### config.mk
export PLATFORM = sky130hd
export DESIGN_NAME = cla_slice_sequencer_flat
export DESIGN_NICKNAME = d
export VERILOG_FILES = /design/src/rtl/cla_slice_sequencer_if.sv /design/src/rtl/cla_slice_sequencer.sv /design/src/flat_wrapper.sv
export SDC_FILE = /design/constraint.sdc
export NUM_CORES = 1
export LEC_CHECK = 0
export ABC_AREA = 1
export CORE_MARGIN = 1
export CORE_UTILIZATION = 35
export DETAILED_ROUTE_END_ITERATION = 16
export PLACE_DENSITY_LB_ADDON = 0.08
export SYNTH_ARGS = -nofsm -noshare
export SYNTH_HDL_FRONTEND = slang
export SYNTH_SLANG_ARGS = --single-unit
### constraint.sdc
create_clock -name clk -period 1.9 [get_ports clk]
set_input_delay 0.285 -clock clk [delete_from_list [all_inputs] [get_ports clk]]
set_output_delay 0.285 -clock clk [all_outputs]
set_load 0.01 [all_outputs]
### src/rtl/cla_slice_sequencer_if.sv
// Handshake and slice-adder bus between the wide-add sequencer and its environment.
// The slave modport is the sequencer; the master modport is the operand source, result sink and slice adder.
interface cla_slice_sequencer_if #(
   parameter int NBIT   = 4,
   parameter int NSLICE = 4
);
   localparam int W = NBIT * NSLICE;

   logic            in_valid;
   logic            in_ready;
   logic [W-1:0]    a;
   logic [W-1:0]    b;
   logic            c_in;
   logic [NBIT-1:0] sl_a;
   logic [NBIT-1:0] sl_b;
   logic            sl_cin;
   logic [NBIT-1:0] sl_sum;
   logic            sl_cout;
   logic            out_valid;
   logic            out_ready;
   logic [W-1:0]    sum;
   logic            c_out;
   logic            busy;

   modport slave (
      input  in_valid, a, b, c_in, sl_sum, sl_cout, out_ready,
      output in_ready, sl_a, sl_b, sl_cin, out_valid, sum, c_out, busy
   );

   modport master (
      output in_valid, a, b, c_in, sl_sum, sl_cout, out_ready,
      input  in_ready, sl_a, sl_b, sl_cin, out_valid, sum, c_out, busy
   );
endinterface

### src/rtl/cla_slice_sequencer.sv
// Performs a W-bit unsigned add by stepping one NBIT slice per cycle through an external
// combinational slice adder, rippling the carry between slices through a register.
module cla_slice_sequencer #(
   parameter int NBIT   = 4,
   parameter int NSLICE = 4
) (
   input logic                    clk,
   input logic                    rst,
   cla_slice_sequencer_if.slave   bus
);
   localparam int W  = NBIT * NSLICE;
   localparam int KW = (NSLICE > 1) ? $clog2(NSLICE) : 1;
   localparam logic [KW-1:0] K_LAST = KW'(NSLICE - 1);

   typedef enum logic [1:0] {
      IDLE = 2'd0,
      RUN  = 2'd1,
      DONE = 2'd2
   } state_t;

   state_t          state_q, state_d;
   logic [W-1:0]    a_q, a_d;
   logic [W-1:0]    b_q, b_d;
   logic [W-1:0]    sum_q, sum_d;
   logic            cin_q, cin_d;
   logic            carry_q, carry_d;
   logic            c_out_q, c_out_d;
   logic [KW-1:0]   k_q, k_d;
   logic [NBIT-1:0] sl_a_s, sl_b_s;
   logic            sl_cin_s;

   // State and datapath registers with synchronous reset.
   always_ff @(posedge clk) begin
      if (rst) begin
         state_q <= IDLE;
         a_q     <= '0;
         b_q     <= '0;
         sum_q   <= '0;
         cin_q   <= 1'b0;
         carry_q <= 1'b0;
         c_out_q <= 1'b0;
         k_q     <= '0;
      end else begin
         state_q <= state_d;
         a_q     <= a_d;
         b_q     <= b_d;
         sum_q   <= sum_d;
         cin_q   <= cin_d;
         carry_q <= carry_d;
         c_out_q <= c_out_d;
         k_q     <= k_d;
      end
   end

   // Next-state and datapath update.
   always_comb begin
      state_d = state_q;
      a_d     = a_q;
      b_d     = b_q;
      sum_d   = sum_q;
      cin_d   = cin_q;
      carry_d = carry_q;
      c_out_d = c_out_q;
      k_d     = k_q;
      case (state_q)
         IDLE: begin
            if (bus.in_valid) begin
               a_d     = bus.a;
               b_d     = bus.b;
               cin_d   = bus.c_in;
               sum_d   = '0;
               carry_d = 1'b0;
               c_out_d = 1'b0;
               k_d     = '0;
               state_d = RUN;
            end else begin
               state_d = IDLE;
            end
         end
         RUN: begin
            sum_d[NBIT*int'(k_q) +: NBIT] = bus.sl_sum;
            carry_d = bus.sl_cout;
            // Counter stops at the last slice so it never exceeds NSLICE-1.
            if (k_q == K_LAST) begin
               c_out_d = bus.sl_cout;
               state_d = DONE;
            end else begin
               k_d     = k_q + KW'(1);
               state_d = RUN;
            end
         end
         DONE: begin
            if (bus.out_ready) begin
               state_d = IDLE;
            end else begin
               state_d = DONE;
            end
         end
         default: begin
            state_d = IDLE;
         end
      endcase
   end

   // Slice operand mux toward the external adder; quiet outside RUN.
   always_comb begin
      sl_a_s   = '0;
      sl_b_s   = '0;
      sl_cin_s = 1'b0;
      if (state_q == RUN) begin
         sl_a_s   = a_q[NBIT*int'(k_q) +: NBIT];
         sl_b_s   = b_q[NBIT*int'(k_q) +: NBIT];
         sl_cin_s = (k_q == '0) ? cin_q : carry_q;
      end else begin
         sl_a_s   = '0;
         sl_b_s   = '0;
         sl_cin_s = 1'b0;
      end
   end

   assign bus.sl_a      = sl_a_s;
   assign bus.sl_b      = sl_b_s;
   assign bus.sl_cin    = sl_cin_s;
   assign bus.in_ready  = (state_q == IDLE);
   assign bus.busy      = (state_q != IDLE);
   assign bus.out_valid = (state_q == DONE);
   assign bus.sum       = sum_q;
   assign bus.c_out     = c_out_q;
endmodule
### src/flat_wrapper.sv
// flat-port wrapper written by rule: the top's interface ports become plain ports
module cla_slice_sequencer_flat 
#(
   parameter int NBIT   = 4,
   parameter int NSLICE = 4
)
  (clk, rst, bus_in_valid, bus_a, bus_b, bus_c_in, bus_sl_sum, bus_sl_cout, bus_out_ready, bus_in_ready, bus_sl_a, bus_sl_b, bus_sl_cin, bus_out_valid, bus_sum, bus_c_out, bus_busy);
  cla_slice_sequencer_if #(.NBIT(NBIT), .NSLICE(NSLICE)) bus_i ();
  input logic clk;
  input logic rst;
  input wire logic [$bits(bus_i.in_valid)-1:0] bus_in_valid;
  input wire logic [$bits(bus_i.a)-1:0] bus_a;
  input wire logic [$bits(bus_i.b)-1:0] bus_b;
  input wire logic [$bits(bus_i.c_in)-1:0] bus_c_in;
  input wire logic [$bits(bus_i.sl_sum)-1:0] bus_sl_sum;
  input wire logic [$bits(bus_i.sl_cout)-1:0] bus_sl_cout;
  input wire logic [$bits(bus_i.out_ready)-1:0] bus_out_ready;
  output wire logic [$bits(bus_i.in_ready)-1:0] bus_in_ready;
  output wire logic [$bits(bus_i.sl_a)-1:0] bus_sl_a;
  output wire logic [$bits(bus_i.sl_b)-1:0] bus_sl_b;
  output wire logic [$bits(bus_i.sl_cin)-1:0] bus_sl_cin;
  output wire logic [$bits(bus_i.out_valid)-1:0] bus_out_valid;
  output wire logic [$bits(bus_i.sum)-1:0] bus_sum;
  output wire logic [$bits(bus_i.c_out)-1:0] bus_c_out;
  output wire logic [$bits(bus_i.busy)-1:0] bus_busy;
  assign bus_i.in_valid = bus_in_valid;
  assign bus_i.a = bus_a;
  assign bus_i.b = bus_b;
  assign bus_i.c_in = bus_c_in;
  assign bus_i.sl_sum = bus_sl_sum;
  assign bus_i.sl_cout = bus_sl_cout;
  assign bus_i.out_ready = bus_out_ready;
  assign bus_in_ready = bus_i.in_ready;
  assign bus_sl_a = bus_i.sl_a;
  assign bus_sl_b = bus_i.sl_b;
  assign bus_sl_cin = bus_i.sl_cin;
  assign bus_out_valid = bus_i.out_valid;
  assign bus_sum = bus_i.sum;
  assign bus_c_out = bus_i.c_out;
  assign bus_busy = bus_i.busy;
  cla_slice_sequencer #(.NBIT(NBIT), .NSLICE(NSLICE)) u_core (.clk(clk), .rst(rst), .bus(bus_i));
endmodule
======== After elaboration in Yosys (flattened, before gate mapping) ========
Index checks and enable logic that the tools add are counted.
cells by class
  add/subtract/negate cells ............... 2
  equality and inequality tests ........... 6
  shift operators ......................... 4
  muxes and demuxes ....................... 18
  reduce and logical (&&, ||, !) cells .... 8
operators with widths
  kind                       count
  $neg A4 Y33                1
  $shift A4 B33 Y16 const A  1
  $shiftx A4 B33 Y16         1
  $pmux W16 S2               1
  $shiftx A16 B5 Y4          2
  $bwmux W16                 1
  $mux W16                   1
  $mux W2                    4
  $mux W4                    2
  $pmux W2 S3                1
  $reduce_and A3 Y1          2
  $mux W1                    5
  $eq A2 B2 Y1 const B       2
  $logic_not A2 Y1           2
  $ne A2 B2 Y1 const B       2
  $pmux W1 S2                2
  $pmux W2 S2                1
  $reduce_and A2 Y1          2
  $reduce_bool A2 Y1         2
  $add A2 B1 Y2 const B      1
  $eq A2 B1 Y1 const B       1
  $ne A2 B1 Y1 const B       1
storage, ports and cells
  register bits after elaboration ......... 55
  bits of input ports ..................... 42

======== Depth between registers and ports, before layout ========
Gate-level depths: netlist of the first run.
  word-level depth ........................ 4
  depth in mapped cells ................... 8
  depth with buffers taken out ............ 7

======== Least setup slack after synthesis of the first run ========
Ideal clock, no wire load.
  path type ............................... reg-to-reg
  start ................................... register u_core.k_q[1]
  end ..................................... register u_core.sum_q[7] (netlist: u_core.bus.sum[7])
  setup time .............................. 0.070 ns
  data arrival time ....................... 1.533 ns
  required time ........................... 1.830 ns
  slack ................................... 0.296 ns
  cell stages (with the launch flop) ...... 8
  clock period less this slack ............ 1.604 ns
  cells stage by stage .................... dfxtp_1 -> buf_4 -> clkinv_1 -> ha_1 -> nand3_1 -> nor2_1 -> nand2_1 -> a21oi_1
between the ends
  cells in the longest elaborated chain, start to end .. 4
  elaborated cells between the ends (all ways) .. 5
  those cells by class .................... add/sub: 1; shift: 2; mux: 2
RTL lines
  item                                                     RTL line                   source
  start, declared                                          cla_slice_sequencer.sv:28  logic [KW-1:0] k_q, k_d;
  start signal, assigned                                   cla_slice_sequencer.sv:51  k_q <= k_d;
  $neg A4 Y33 (*)                                          cla_slice_sequencer.sv:81  sum_d[NBIT*int'(k_q) +: NBIT] = bus.sl_sum;
  $shiftx A4 B33 Y16 or $shift A4 B33 Y16 (tied branches)  cla_slice_sequencer.sv:81
  $bwmux W16 (*)                                           cla_slice_sequencer.sv:81
  $pmux W16 S2 (*)                                         cla_slice_sequencer.sv:65  case (state_q)
  end signal, assigned                                     cla_slice_sequencer.sv:47  sum_q <= sum_d;
  end, declared                                            cla_slice_sequencer.sv:24  logic [W-1:0] sum_q, sum_d;
Mark *: on every way between the ends. The rest lies on a longest branch, timed or not.
A chain may end at the register's enable or synchronous reset.

======== Worst setup path after layout of the first run ========
  start ................................... register u_core.state_q[0]
  end ..................................... output port bus_busy
between the ends
  cells in the longest elaborated chain, start to end .. 1
RTL lines
  item                    RTL line                    source
  start, declared         cla_slice_sequencer.sv:21   state_t state_q, state_d;
  start signal, assigned  cla_slice_sequencer.sv:44   state_q <= state_d;
  $reduce_bool A2 Y1      cla_slice_sequencer.sv:125  assign bus.busy = (state_q != IDLE);
  end, declared           flat_wrapper.sv:25          output wire logic [$bits(bus_i.busy)-1:0] bus_busy;
No other way between the ends.

==> results.md, run 1 <==
- The pin count of the biggest net entering global routing is 64.
- The reported leakage power is 1.40 nW.
- The final wirelength is 6360 um.
- The largest single stage delay on the critical path is 0.53 ns.
- The switching component of the power is 0.704 mW.
- The relative max-transition margin is 75.7%.
- The number of slew-limit violations in the final report is 0.
- The detailed router's first-iteration violation count is 80.
- The tree is rooted in a clkbuf_8.
- The worst setup path is launched from a flip-flop.
- In the layout the commonest cells are nor2_1 (113), clkdlybuf4s50_1 (61), dfxtp_1 (53), nand2_1 (45), o21ai_0 (35).
- For this design the ratio of total power to cell area is 743 mW/mm^2.
- The number of buffers inserted for hold repair after clock tree synthesis is 0.
- The floorplan step set the die height to 88.2 um.
- The number of buffers created by CTS is 5.
- The clock transition at the registers of the reported paths is 0.08 ns.
- The die is 88.2 um wide.
- The maximum vdd ir drop is 311 uV.
- Sorting the synthesized cells by area gives the leading types as dfxtp_1 (42%), nor2_1 (16%), o21ai_0 (6.7%).
- The tightest min-delay check is of the flip-flop to flip-flop type.
- The total global-route track usage is 17.4%.
- The H-tree was split into 2 levels.
- The internal power component is 1.88 mW.
- The multi-input logic area is 0.00126 sq mm.
- The post-synthesis to final-layout area growth is 33.5%.
- Walking the worst path, the cells encountered are buf_6 > inv_1 > nand2_1 > clkdlybuf4s50_1.
- The most common library cell in the layout ignoring fill and taps is nor2_1.
- The total global routing overflow is 0.
- The time the worst path needs with I/O delays and setup is 1.79 ns.
- The endpoint arrival time on the critical path is 1.50 ns.
- The clock tree from TritonCTS is yes.
- The worst path required time is 1.62 ns.
- Before antenna repair, the detailed router went through 4 iterations.
- Setup violations remaining at the end of the flow were counted as 0.
- The number of antenna violations at the first check in global routing came to 0.
- A synthesized cell averages 7.01 sq um.
- The number of distinct library cell variants in the gate-level netlist after synthesis is 22.
- The remaining antenna violation count is 0.
- The number of failing hold endpoints at the final stage is 0.
- The placeable core area is 0.00721 sq mm.
- The starting density of the core is 36.1%.
- The largest total area in the synthesized netlist belongs to dfxtp_1.
- The accumulated negative setup slack is 0 ns.
- The timing-limited maximum frequency is 560 MHz.
- The routed wirelength normalized by instance count is 11.8 um.
- The number of top-level pins is 71.
- The count of buffers added on input and output ports is 70.
- The worst setup path category is flip-flop to output pin.
- The part of the Yosys area used for sequential elements is 42.3%.
- At the end of the flow, the number of nets in the layout was 486.
- In this run the cell area measured after placement is 0.00338 sq mm.
- The wire length of the first global-routing pass is 10,600 um.
- The max-capacitance violation count is 0.
- The die covers 0.00778 sq mm.
- Of all nets on the critical path, the largest fanout is 9.
- The clock latency at the later pin of the worst-skew pair is 0.31 ns.
- The flow ran to the end, and the final reports show no timing, DRC or antenna violations.
- The filler cells instantiated in the layout total 785.
- The number of storage elements in the synthesis netlist is 55.
- OpenSTA, run right after detailed placement, puts the worst setup slack at 0.0887 ns.
- After layout, the worst setup slack is 0.114 ns.
- At the end of routability-driven placement, the weighted congestion stood at 0.762.
- Setup repair after global routing left no endpoint under its margin.
- The number of vias after detailed routing is 2,448.
- The finished layout holds 538 standard cells, fillers aside.
- The core utilization of the finished layout is 48.1%.
- The floorplan has 31 rows.
- The number of global-route vias before repair is 2,270.
- The CTS sink count is 55.
- The net count after synthesis is 419.
- The number of instances in the placed design is 530.
- The number of buffers on the longest clock path is 2.
- The worst setup path is captured at an output pin.
- Cells with a size suffix above 1 make up 7.52% of the layout.
- Clock skew on the completed layout was measured at 0.0168 ns.
- After layout, the worst path uses 94.0% of the clock period.
- The total standard cell area after synthesis is 0.00260 sq mm.
- The sum of net half-perimeters after detailed placement is 4580 um.
- Summed over its instances, the top area cell type makes up 42.3% of the synthesized netlist area.
- The residual DRC count is 0.
- The final cell area excluding filler cells is 0.00347 sq mm.
- The synthesized instance count is 371.
- Yosys printed 0 warnings.
- The part of the total power dissipated in combinational logic is 20.8%.
- The number of antenna diodes in the final layout is 0.
- For the pin with the worst max-slew slack, the measured transition is 0.365 ns.
- The count of buffers added by post-CTS timing repair for setup is 0.
- Per report_power, the clock group accounts for 30.1% of the total.
- Among all stages on the critical path, the largest delay is contributed by clkdlybuf4s50_1.
- Registers take 0.00110 sq mm.
- Of the total power, the share spent switching nets is 27.3%.
- Sequential cells account for 49.1% of the total power.
- Dividing the detail-routed via count by the number of cells gives 4.55.
## final cells by class
type | count | area share, %
timing repair buffer | 80 | 22.3
multi-input combinational | 272 | 36.4
clock inverter | 2 | 1.12
sequential | 55 | 31.8
inverter | 24 | 2.74
clock buffer | 6 | 2.09
tap | 99 | 3.57
## what timing repair did
item	CTS	global route
gates resized for setup	12	14
setup endpoints to repair	10	8
pin swaps	0	1
## kinds of logic after synthesis
| family | Yosys count | share of synthesized area [%] |
|---|---|---|
| flip-flops | 55 | 42.3 |
| buffers and inverters | 44 | 9.13 |
| adder cells (fa/ha/maj) | 6 | 2.88 |
| AND/OR/NAND/NOR | 191 | 31.3 |
| AO/OA/AOI/OAI | 75 | 14.4 |
## sequential cells by signal, summed over array words and instances, names as in the netlist
signal	count
u_core.a_q	16
u_core.carry_q	1
u_core.bus.c_out	1
u_core.bus.sum	16
u_core.state_q	2
u_core.cin_q	1
u_core.b_q	16
u_core.k_q	2
## metrics by stage
stage,hold slack [ns],power (mW)
after floorplan,0.354,1.63
after global placement,0.442,1.84
after detailed placement,0.444,1.84
after CTS,0.457,2.62
after global routing,0.481,2.74
final,0.458,2.58
## Yosys cell counts
cell / n
a21oi_1: 32
and2_1: 1
buf_2: 3
buf_4: 3
buf_6: 7
clkbuf_1: 7
clkinv_1: 1
dfxtp_1: 55
ha_1: 6
inv_1: 20
inv_2: 1
inv_4: 2
nand2_1: 45
nand2_2: 1
nand2_8: 1
nand3_1: 22
nand3_2: 2
nand3b_1: 5
nor2_1: 113
nor2_8: 1
o21ai_0: 35
o21ai_1: 8
## power by group through the flow
stage	registers [mW]	logic, mW	clock network, mW
floorplan	1.29	0.339	0
global placement	1.29	0.548	0
detailed placement	1.29	0.552	0
CTS	1.27	0.546	0.810
global route	1.28	0.609	0.856
finish	1.27	0.538	0.777
## final timing paths
check / cells after the start / slack (ns) / from / end
setup / recovery: 4 / 0.11 / u_core.state_q[0] / bus_busy
hold / removal: 2 / 0.46 / u_core.b_q[7] / u_core.b_q[7]
setup reg to reg: 7 / 0.34 / u_core.k_q[0] / u_core.bus.sum[10]
hold reg to reg: 2 / 0.46 / u_core.b_q[7] / u_core.b_q[7]
## worst max-delay path: cells and delay by family (launching register included)
family	cells	cell delay, ns
buf+inv	3	0.77
flops	1	0.36
simple gates	1	0.07
## routing by layer
metal	GRT usage [%]	vias to the layer above	wire length, um
met5	0	-	0
met3	2.89	2	263
met4	4.40	0	25
met1	25.7	1071	3470
li1	-	1324	-
met2	26.4	51	2600
Power figures use the tool's default switching activity.
==> run 2, diff against run 1 <==
- SLEW_MARGIN: unset -> 10
==> results of run 2 <==
Same layout as run 1: the final DEF is identical, and so are final timing and power.
==> run 3, diff against run 2 <==
- clock period: 1.9 -> 1.66 ns (I/O delays scaled with it)
==> results.md, run 3 (synthesis gave the netlist of run 1 again) <==
- The peak fanout along the critical path is 5.
- The remaining antenna violation count is 0.
- Dividing the detail-routed via count by the number of cells gives 4.50.
- The residual DRC count is 0.
- The max-capacitance violation count is 0.
- The total global routing overflow is 0.
- The class of the most critical hold timing path is flip-flop to flip-flop.
- For the worst-skew pair, the clock arrives at the later sink with an insertion delay of 0.31 ns.
- The time the worst path needs with I/O delays and setup is 1.60 ns.
- The number of clock buffers added by TritonCTS is 5.
- Compared with the post-synthesis result, the final layout area differs by 38.1%.
- The switching part of the total power is 29.1%.
- The first global-routing pass estimated 10,500 um of wire.
- Setup repair after global routing could not meet its margin everywhere.
- Data on the critical path is required at its endpoint by 1.41 ns.
- The internal reg-to-reg setup slack is 0.12 ns.
- The switching component of the power is 0.826 mW.
- The first detailed-routing pass ran for 4 iterations.
- Counting tap cells, the placed design contains a total of 538 instances.
- The worst setup path is captured at an output pin.
- The number of diodes added for antenna fixing is 0.
- Registers are responsible for 51.1% of the overall power.
- Traced cell by cell, the critical path runs through buf_2 > nor2_1 > nor2_1 > o21ai_1 > a21oi_2 > buf_2.
- The placement-stage worst setup slack is -0.0955 ns.
- Static timing analysis puts the maximum clock frequency at 626 MHz.
- The port buffer count is 70.
- Headroom to the max-slew limit came out at 76.5%.
- The internal power component is 2.02 mW.
- The endpoint arrival time on the critical path is 1.35 ns.
- The number of buffers on the longest clock path is 2.
- The post-layout net count is 497.
- In this run the standard cell core region covers 0.00721 sq mm.
- Power spread over the standard cell area amounts to 791 mW/mm^2.
- The die is 88.2 um tall.
- The analysis attributes to cell leakage a power of 1.45 nW.
- Leaving out fill and tap cells, the most frequent cells in the layout are nor2_1 (110), clkdlybuf4s50_1 (58), dfxtp_1 (52), nand2_1 (44).
- The pin count of the biggest net entering global routing is 61.
- CTS built an H-tree with a depth of 2.
- The final critical-path share of the clock period is 96.2%.
- For this configuration, the core starts out at a cell density of 36.1%.
- VDD sags by at most 329 uV.
- The CTS root buffer is clkbuf_8.
- The horizontal die dimension is 88.2 um.
- The post-route clock skew is 0.0166 ns.
- Once layout is complete, the cells apart from fillers number 548.
- The clock transition at the registers of the reported paths is 0.11 ns.
- The global placer's final weighted congestion is 0.798.
- The flow ran to the end, and the final reports show no timing, DRC or antenna violations.
- The worst setup path is launched from a flip-flop.
- By startpoint and endpoint, the worst setup path is classified as flip-flop to output pin.
- The library cell used most frequently in the layout, excluding fill and tap cells, is nor2_1.
- The number of global-route vias before repair is 2,249.
- The number of antenna violations at the first check in global routing came to 0.
- The final wirelength is 6460 um.
- The highest cell delay on the worst timing path is 0.40 ns.
- The routed wirelength normalized by instance count is 11.8 um.
- The CTS sink count is 55.
- The post-route netlist has 13.8% of its cells at a drive strength greater than 1.
- Of the total power, combinational logic draws 23.4%.
- The sum of net half-perimeters after detailed placement is 4670 um.
- The number of failing hold endpoints at the final stage is 0.
- During I/O placement, the number of pins put on the boundary was 71.
- The clock network burns 25.5% of the power.
- The detailed router's first-iteration violation count is 82.
- TritonCTS built the clock tree.
- The minimum setup slack in the final design is 0.0625 ns.
- The die covers 0.00778 sq mm.
- The total global-route track usage is 17.2%.
- The slowest stage of the critical path is the dfxtp_4 cell.
- The post-route worst hold slack is 0.455 ns.
- Setup violations remaining at the end of the flow were counted as 0.
- The number of slew-limit violations in the final report is 0.
- The standard-cell row count is 31.
- At the pin with the least slew margin, the transition time is 0.352 ns.
- The final route contains 2,466 vias.
==> run 3: critical path: cells and delay by family (launching register included) <==
family | cells | cell delay [ns]
compound gates | 2 | 0.21
buf+inv | 2 | 0.31
flops | 1 | 0.40
simple gates | 2 | 0.12
==> run 3: what timing repair did <==
item / 4_1_cts / 5_1_grt
setup endpoints to repair: 16 / 21
hold buffers: 0 / 0
pin swaps: 2 / 8
gates cloned: 0 / 1
gates resized for setup: 47 / 27
buffers inserted: 2 / 0
==> run 3: worst paths after layout <==
check	from	to	depth (start not counted)
hold reg to reg	u_core.b_q[7]	u_core.b_q[7]	2
hold / removal	u_core.b_q[7]	u_core.b_q[7]	2
setup / recovery	u_core.k_q[0]	bus_sl_b[0]	6
setup reg to reg	u_core.k_q[1]	u_core.bus.sum[10]	8
==> run 3: metal layers <==
metal	vias up	wire [um]	GRT usage, %
met1	1078	3570	26.5
met3	5	275	3.54
met5	-	0	0
met4	0	44	3.52
li1	1340	-	-
met2	43	2570	24.5
==> run 3: area by class of cell <==
cell class	count	area, sq um
clock inverter	2	16.3
timing repair buffer	91	860
fill	762	3620
tap	99	124
inverter	24	95.1
sequential	55	1110
clock buffer	5	68.8
multi-input combinational	272	1320
==> run 3: through the flow <==
step,util (%),instance area [sq um],setup TNS [ns],total power [mW]
finish,49.8,3590,0,2.84
detailed placement,47.7,3440,-0.416,2.12
floorplan,-,2600,0,1.86
global placement,47.7,3440,-0.343,2.12
CTS,48.9,3530,-0.0831,2.84
global route,49.8,3590,-0.137,3.01
==> run 3: power by group through the flow <==
stage	clock network, mW	logic (mW)	registers (mW)
floorplan	0	0.388	1.47
global placement	0	0.640	1.48
detailed placement	0	0.643	1.48
CTS	0.744	0.644	1.45
global route	0.797	0.748	1.46
finish	0.724	0.666	1.45
